==> src/rtl/seq_sop_mac.sv <==
// Sequential sum-of-products MAC: two shift-and-add multiplies (a*b, then c*d),
// summed into a load/accumulate result register with sticky overflow and a hex display.
module seq_sop_mac #(
   parameter int W     = 4,
   parameter int ACC_W = 2 * W + 4,
   parameter int ND    = (ACC_W + 3) / 4
) (
   input  logic              clk,
   input  logic              rst_n,
   input  logic              start,
   input  logic              acc_mode,
   input  logic              clr,
   input  logic [W-1:0]      a,
   input  logic [W-1:0]      b,
   input  logic [W-1:0]      c,
   input  logic [W-1:0]      d,
   output logic              busy,
   output logic              done,
   output logic [ACC_W-1:0]  result,
   output logic              ovf,
   output logic [8*ND-1:0]   hex_out
);

   localparam int CW = (W > 1) ? $clog2(W) : 1;

   localparam logic [1:0] IDLE = 2'd0;
   localparam logic [1:0] MAB  = 2'd1;
   localparam logic [1:0] MCD  = 2'd2;
   localparam logic [1:0] SUM  = 2'd3;

   logic [1:0]       state_r;
   logic [CW-1:0]    cnt_r;
   logic [2*W-1:0]   mcand_r;
   logic [W-1:0]     mplier_r;
   logic [W-1:0]     c_r;
   logic [W-1:0]     d_r;
   logic             mode_r;
   logic [2*W-1:0]   pab_r;
   logic [2*W-1:0]   pcd_r;
   logic [ACC_W-1:0] result_r;
   logic             ovf_r;
   logic             busy_r;
   logic             done_r;

   logic             accept_s;
   logic             last_s;
   logic [2*W-1:0]   addend_s;
   logic [2*W:0]     sum_s;
   logic [ACC_W:0]   acc_sum_s;
   logic [4*ND-1:0]  res_pad_s;

   function automatic logic [7:0] seg7(input logic [3:0] nib);
      logic [7:0] code;
      case (nib)
         4'h0: code = 8'hC0;
         4'h1: code = 8'hF9;
         4'h2: code = 8'hA4;
         4'h3: code = 8'hB0;
         4'h4: code = 8'h99;
         4'h5: code = 8'h92;
         4'h6: code = 8'h82;
         4'h7: code = 8'hF8;
         4'h8: code = 8'h80;
         4'h9: code = 8'h90;
         4'hA: code = 8'h88;
         4'hB: code = 8'h83;
         4'hC: code = 8'hC6;
         4'hD: code = 8'hA1;
         4'hE: code = 8'h86;
         4'hF: code = 8'h8E;
         default: code = 8'hFF;
      endcase
      return code;
   endfunction

   // Clear takes effect before capture, so clr+start accumulates onto zero.
   assign accept_s  = (state_r == IDLE) && start;
   assign last_s    = (cnt_r == CW'(W - 1));
   assign addend_s  = mplier_r[0] ? mcand_r : {(2*W){1'b0}};
   assign sum_s     = {1'b0, pab_r} + {1'b0, pcd_r};
   assign acc_sum_s = {1'b0, result_r} + (ACC_W + 1)'(sum_s);
   assign res_pad_s = (4*ND)'(result_r);

   // Control FSM and shift-and-add datapath.
   always_ff @(posedge clk) begin
      if (!rst_n) begin
         state_r  <= IDLE;
         cnt_r    <= '0;
         mcand_r  <= '0;
         mplier_r <= '0;
         c_r      <= '0;
         d_r      <= '0;
         mode_r   <= 1'b0;
         pab_r    <= '0;
         pcd_r    <= '0;
         result_r <= '0;
         ovf_r    <= 1'b0;
         busy_r   <= 1'b0;
         done_r   <= 1'b0;
      end else begin
         done_r <= 1'b0;
         case (state_r)
            IDLE: begin
               if (clr) begin
                  result_r <= '0;
                  ovf_r    <= 1'b0;
               end
               if (accept_s) begin
                  mcand_r  <= {{W{1'b0}}, a};
                  mplier_r <= b;
                  c_r      <= c;
                  d_r      <= d;
                  mode_r   <= acc_mode;
                  pab_r    <= '0;
                  pcd_r    <= '0;
                  cnt_r    <= '0;
                  busy_r   <= 1'b1;
                  state_r  <= MAB;
               end else begin
                  busy_r   <= 1'b0;
               end
            end
            MAB: begin
               pab_r <= pab_r + addend_s;
               if (last_s) begin
                  mcand_r  <= {{W{1'b0}}, c_r};
                  mplier_r <= d_r;
                  cnt_r    <= '0;
                  state_r  <= MCD;
               end else begin
                  mcand_r  <= mcand_r << 1;
                  mplier_r <= mplier_r >> 1;
                  cnt_r    <= cnt_r + CW'(1);
               end
            end
            MCD: begin
               pcd_r    <= pcd_r + addend_s;
               mcand_r  <= mcand_r << 1;
               mplier_r <= mplier_r >> 1;
               if (last_s) begin
                  cnt_r   <= '0;
                  state_r <= SUM;
               end else begin
                  cnt_r   <= cnt_r + CW'(1);
               end
            end
            SUM: begin
               if (mode_r) begin
                  result_r <= acc_sum_s[ACC_W-1:0];
                  ovf_r    <= ovf_r | acc_sum_s[ACC_W];
               end else begin
                  result_r <= ACC_W'(sum_s);
               end
               done_r  <= 1'b1;
               state_r <= IDLE;
            end
            default: begin
               busy_r  <= 1'b0;
               state_r <= IDLE;
            end
         endcase
      end
   end

   // Seven-segment decode of each result nibble, decimal point off.
   always_comb begin
      hex_out = {(8*ND){1'b1}};
      for (int i = 0; i < ND; i++) begin
         hex_out[8*i +: 8] = seg7(res_pad_s[4*i +: 4]);
      end
   end

   assign busy   = busy_r;
   assign done   = done_r;
   assign result = result_r;
   assign ovf    = ovf_r;

endmodule

==> config.mk <==
export PLATFORM = sky130hd
export DESIGN_NAME = seq_sop_mac
export DESIGN_NICKNAME = d
export VERILOG_FILES = /design/src/rtl/seq_sop_mac.sv
export SDC_FILE = /design/constraint.sdc
export NUM_CORES = 1
export LEC_CHECK = 0
export BUFFER_PORTS_ARGS = -buffer_cell sky130_fd_sc_hd__buf_2
export CORE_ASPECT_RATIO = 1.5
export CORE_UTILIZATION = 25
export DETAILED_ROUTE_END_ITERATION = 10
export PLACE_DENSITY = 0.48
export SYNTH_ARGS = -nofsm -noshare
export SYNTH_HDL_FRONTEND = slang
export SYNTH_SLANG_ARGS = --single-unit
==> constraint.sdc <==
create_clock -name clk -period 4.95 [get_ports clk]
set_input_delay 0.495 -clock clk [delete_from_list [all_inputs] [get_ports clk]]
set_output_delay 0.495 -clock clk [all_outputs]
set_load 0.01 [all_outputs]
# After elaboration in Yosys (flattened, before gate mapping)
# Memory sizes are Yosys's and may differ from the RTL's. A register that Yosys moved wholly into a read port is not among the register bits.
# Cells that the tools add are included.
# totals
register_bits	56
latchBits	0
mem_bits_rw	0
romBits	336
output_inout_bits	39
wordCells	78
n_memories	3
# mem_list
name	words	word_bits	read_ports	rd_clocked_by_memory_dff	write_ports	line	source
(name not given)	16	7	1	1	0	54	case (nib)
(name not given)	16	7	1	1	0	54	
(name not given)	16	7	1	1	0	54	
# op_classes
addsub	5
n_mul	0
div_mod_pow	0
order_cmp	0
eq_ne	9
shift	0
mux	31
bitwise_logic	1
reduce_logical	16
# ops
cell	count
$mux W4	8
$mux W8	4
$pmux W8 S2	2
$mux W12	2
$pmux W12 S2	1
$pmux W8 S3	1
$add A8 B8 Y8	2
$add A12 B9 Y13	1
$pmux W4 S3	1
$reduce_and A2 Y1	6
$mux W2	5
$ne A2 B2 Y1 const B	5
$add A8 B8 Y9	1
$pmux W2 S4	1
$reduce_bool A2 Y1	4
$eq A2 B2 Y1 const B	3
$reduce_and A3 Y1	2
$mux W1	4
$pmux W2 S2	1
$reduce_bool A3 Y1	1
$add A2 B1 Y2 const B	1
$eq A2 B1 Y1 const B	1
$logic_not A2 Y1	1
$pmux W1 S2	1
3 further kinds	3

# Depth between registers and ports, before layout
# logic_depth
word_depth	6
ltp_mapped	20
depth_no_buf	20

# Least setup slack after synthesis
# No wires, ideal clock.
# synth_timing
path_kind	flip-flop to flip-flop
startpoint	reg pab_r[3]
endpoint	reg, netlist name hex_out[16]
t_arrival_ns	3.914
t_required_ns	4.828
path_slack_ns	0.914
path_stages_with_launch	16
synth_period_minus_slack_ns	4.036
path_cell_list	dfxtp_1 > ha_1 > and3_1 > a221o_1 > mux2i_1 > nand2_1 > ha_1 > and2_4 > or4_4 > o21bai_1 > xnor2_1 > a221oi_2 > nor2_1 > ha_1 > or4_1 > o311a_1
# synth_via
elab_chain_len	6
# synth_lines
item	line	source
start, declared	38	logic [2*W-1:0] pab_r;
start signal, assigned	124	pab_r <= pab_r + addend_s;
$add A8 B8 Y9 *	80	assign sum_s = {1'b0, pab_r} + {1'b0, pcd_r};
$add A12 B9 Y13	81	assign acc_sum_s = {1'b0, result_r} + (ACC_W + 1)'(sum_s);
$mux W12 *	148	if (mode_r) begin
$pmux W12 S2 *	102	case (state_r)
$mux W4 (no source line) * (2 in series)	--	
# Every way passes the cells marked *; elsewhere a longest branch is shown, timed or not.
# A chain may end at the register's enable or synchronous reset.

# Worst setup path after layout
# layout_timing
startpoint	reg pcd_r[1]
endpoint	reg, netlist name hex_out[16]
# layout_via
elab_chain_len	6
# layout_lines
item	line	source
start, declared	39	logic [2*W-1:0] pcd_r;
start signal, assigned	137	pcd_r <= pcd_r + addend_s;
$add A8 B8 Y9 *	80	
$add A12 B9 Y13	81	
$mux W12 *	148	
$pmux W12 S2 *	102	
$mux W4 (no source line) * (2 in series)	--	
# Marked as above.

==> results.ini <==
[timing]
hold_viol=0
min_period_ns=4.41
relSlewSlack=0.440
rsz0062_at_grt=no
worstMarginPinSlew_ns=0.839
timing.final.ws_setup_ns=0.538
setup_tns_ns=0
fmax_ghz=0.227
finalSetupViolCount=0
finalCritPeriodShare=0.891
skew_ns=0.0137
report.final.slew_viol_count=0

[global_routing]
antenna_found_initial=0
grt_pass1_vias=4563
gr-total-overflow=0
grt_max_degree=45
globalRouteTotalUtil=0.130
grt_pass1_wl_um=22300

[min_path]
hold_path_class=input pin to flop

[setup_path]
crit_type=flop to flop
worstPathRequired_ns=5.19
worst_ep_arrival_time_ns=4.65
cp_max_fo=7
worst_setup_path_start_kind=flop
end_kind=flop

[placed_design]
post-dp-hpwl_um=10200
gp_congestion=0.802
dp_slack_ns=0.546
port_buffers=56
placed_cells=910

[yosys]
synth_seq_cells=77
synth_edf_count=0
synthFlopType=dfxtp_1
postSynthAreaPerCell_um2=8.57
synthCells=612
synth_cell_types=83
synthTopCellsByArea=dfxtp_1, ha_1, nor2_1
ys_seq_area_frac=0.294
yosysTopAreaCell=dfxtp_1
netlist.area_leader.share=0.294
yosysWarnings=0
ys_async_sr_fraction=0
netlist_area_mm2=0.00525

[clocking]
cts.reportedPaths.clkPinSlew_ns=0.07
cts_hold_buf=0
clkLatencyLatePin_ns=0.36
cts_tree=yes
cts_buffer_depth=2
cts_root_buffer=clkbuf_16
cts_post_setup_buffers_inserted=0
cts_sinks=77
cts_resized=0
cts_made_buffers=9
h-tree-depth=3

[routing]
ant_nets=0
avgRoutedWirePerCell_um=14.4
drt-total-wl_um=13400
drtIter0Drc=183
dr.pass1.iters=4
drc=0
vias=4530
vias_per_cell=4.89

[floorplanning]
coreArea_mm2=0.0205
rows=64
die_w_um=120
ios=60
initial_utilization=0.256
fp.dieArea_mm2=0.0216
die_y_um=179

[job]
drv_cap=0

[layout]
syn2layout_area_growth_pct=16.1
antenna_cells=0
finalNonFillerCells=926
final_nets=738
final_core_util=0.297
layout-drive-gt1-share=0.147

[power]
power_mw=2.06
vdd_ir_drop_max_v=0.000220
power_density_mw_per_mm2=339
p_leak_nw=2.75

[outcome]
outcome=complete, no violations

[cells by family after synthesis]
family          synth area share
fa+ha+maj                  0.149
simple gates               0.188
compound gates             0.237
xor+xnor                  0.0410
buf+inv                   0.0432
mux                       0.0479
other cells             0.000715
flops                      0.294
[final cells by class]
class	instances	area, um^2
tap	264	330
sequential	77	1540
clock inverter	7	104
inverter	30	115
multi-input combinational	482	3490
fill	2269	14400
clock buffer	9	225
timing repair buffer	57	288
[state kept, by name (all words and copies together), names as in the netlist]
name	count
hex_out	21
c_r	4
mode_r	1
pab_r	8
busy	1
ovf	1
cnt_r	2
mplier_r	4
result	12
done	1
mcand_r	8
state_r	2
pcd_r	8
d_r	4
[synthesized netlist by cell type (all sizes together) (3+ instances only)]
master and instances:
nand2 53, o21a 5, ha 56, xnor2 15
mux2i 18, or2 3, o21bai 3, and3 3
nor2b 9, fa 4, a31oi 4, inv 30
nand4 3, xor2 7, dfxtp 77, a21oi 43
nor3 7, nand3 7, a211oi 10, clkbuf 15
o211a 3, o32ai 4, o21ai 20, buf 10
nor2 73, nand2b 14, mux2 6, o22ai 6
a22oi 25, nor4 3, a32oi 4, a21o 9
o211ai 4, o41ai 3, o31ai 3, and2 15
[stage by stage]
stage,area (um^2),hold WS [ns]
2_1_floorplan,5250,0.436
3_3_place_gp,5760,0.447
3_5_place_dp,5760,0.447
4_1_cts,6090,0.349
5_1_grt,6090,0.372
6_report,6090,0.363
[metal layers]
metal  vias to the layer above  share of wire  GRT usage  routed length, um
met5                         -              0          0                  0
met4                         0          0.022     0.0598                292
met3                        15          0.023     0.0206                313
met2                        65           0.53      0.242               7130
met1                      2151           0.42      0.142               5630
li1                       2299              -          -                  -
[where the power goes]
group          total (mW)  internal [mW]  switching, mW
sequential          0.741          0.685         0.0563
clock               0.750          0.449          0.301
combinational       0.572          0.194          0.378
total                2.06           1.33          0.735
[cell usage in the layout (no fill, tap or decap), drive strengths merged, types with 7 or more instances in the layout]
| cell | instances |
|---|---|
| dfxtp | 77 |
| nor2 | 73 |
| buf | 57 |
| ha | 56 |
| nand2 | 53 |
| a21oi | 43 |
| inv | 33 |
| a22oi | 25 |
| o21ai | 20 |
| mux2i | 18 |
| xnor2 | 15 |
| and2 | 15 |
| nand2b | 14 |
| a211oi | 10 |
| nor2b | 9 |
| a21o | 9 |
| clkbuf | 9 |
| nor3 | 7 |
| xor2 | 7 |
| nand3 | 7 |
[worst paths after layout]
path | startpoint | to | slack (ns) | cells past startpoint
worst max-delay path | pcd_r[1] | hex_out[16] | 0.54 | 15
worst min-delay path | c[2] | c_r[2] | 0.36 | 3
worst max register to register | pcd_r[1] | hex_out[16] | 0.54 | 15
worst min register to register | d_r[1] | d_r[1] | 0.46 | 2
[worst max-delay path: stages, from the launching register on]
cell	delay (ns)
dfxtp_1	0.45
ha_1	0.28
a21o_1	0.20
a221o_1	0.35
mux2i_1	0.27
nand2_1	0.11
ha_1	0.37
and2_4	0.19
or4_4	0.42
o21bai_1	0.16
xnor2_1	0.11
a221oi_2	0.36
nor2_1	0.13
ha_1	0.25
or4_1	0.53
o311a_1	0.12
Note: power is estimated with default switching activity, not from simulation.
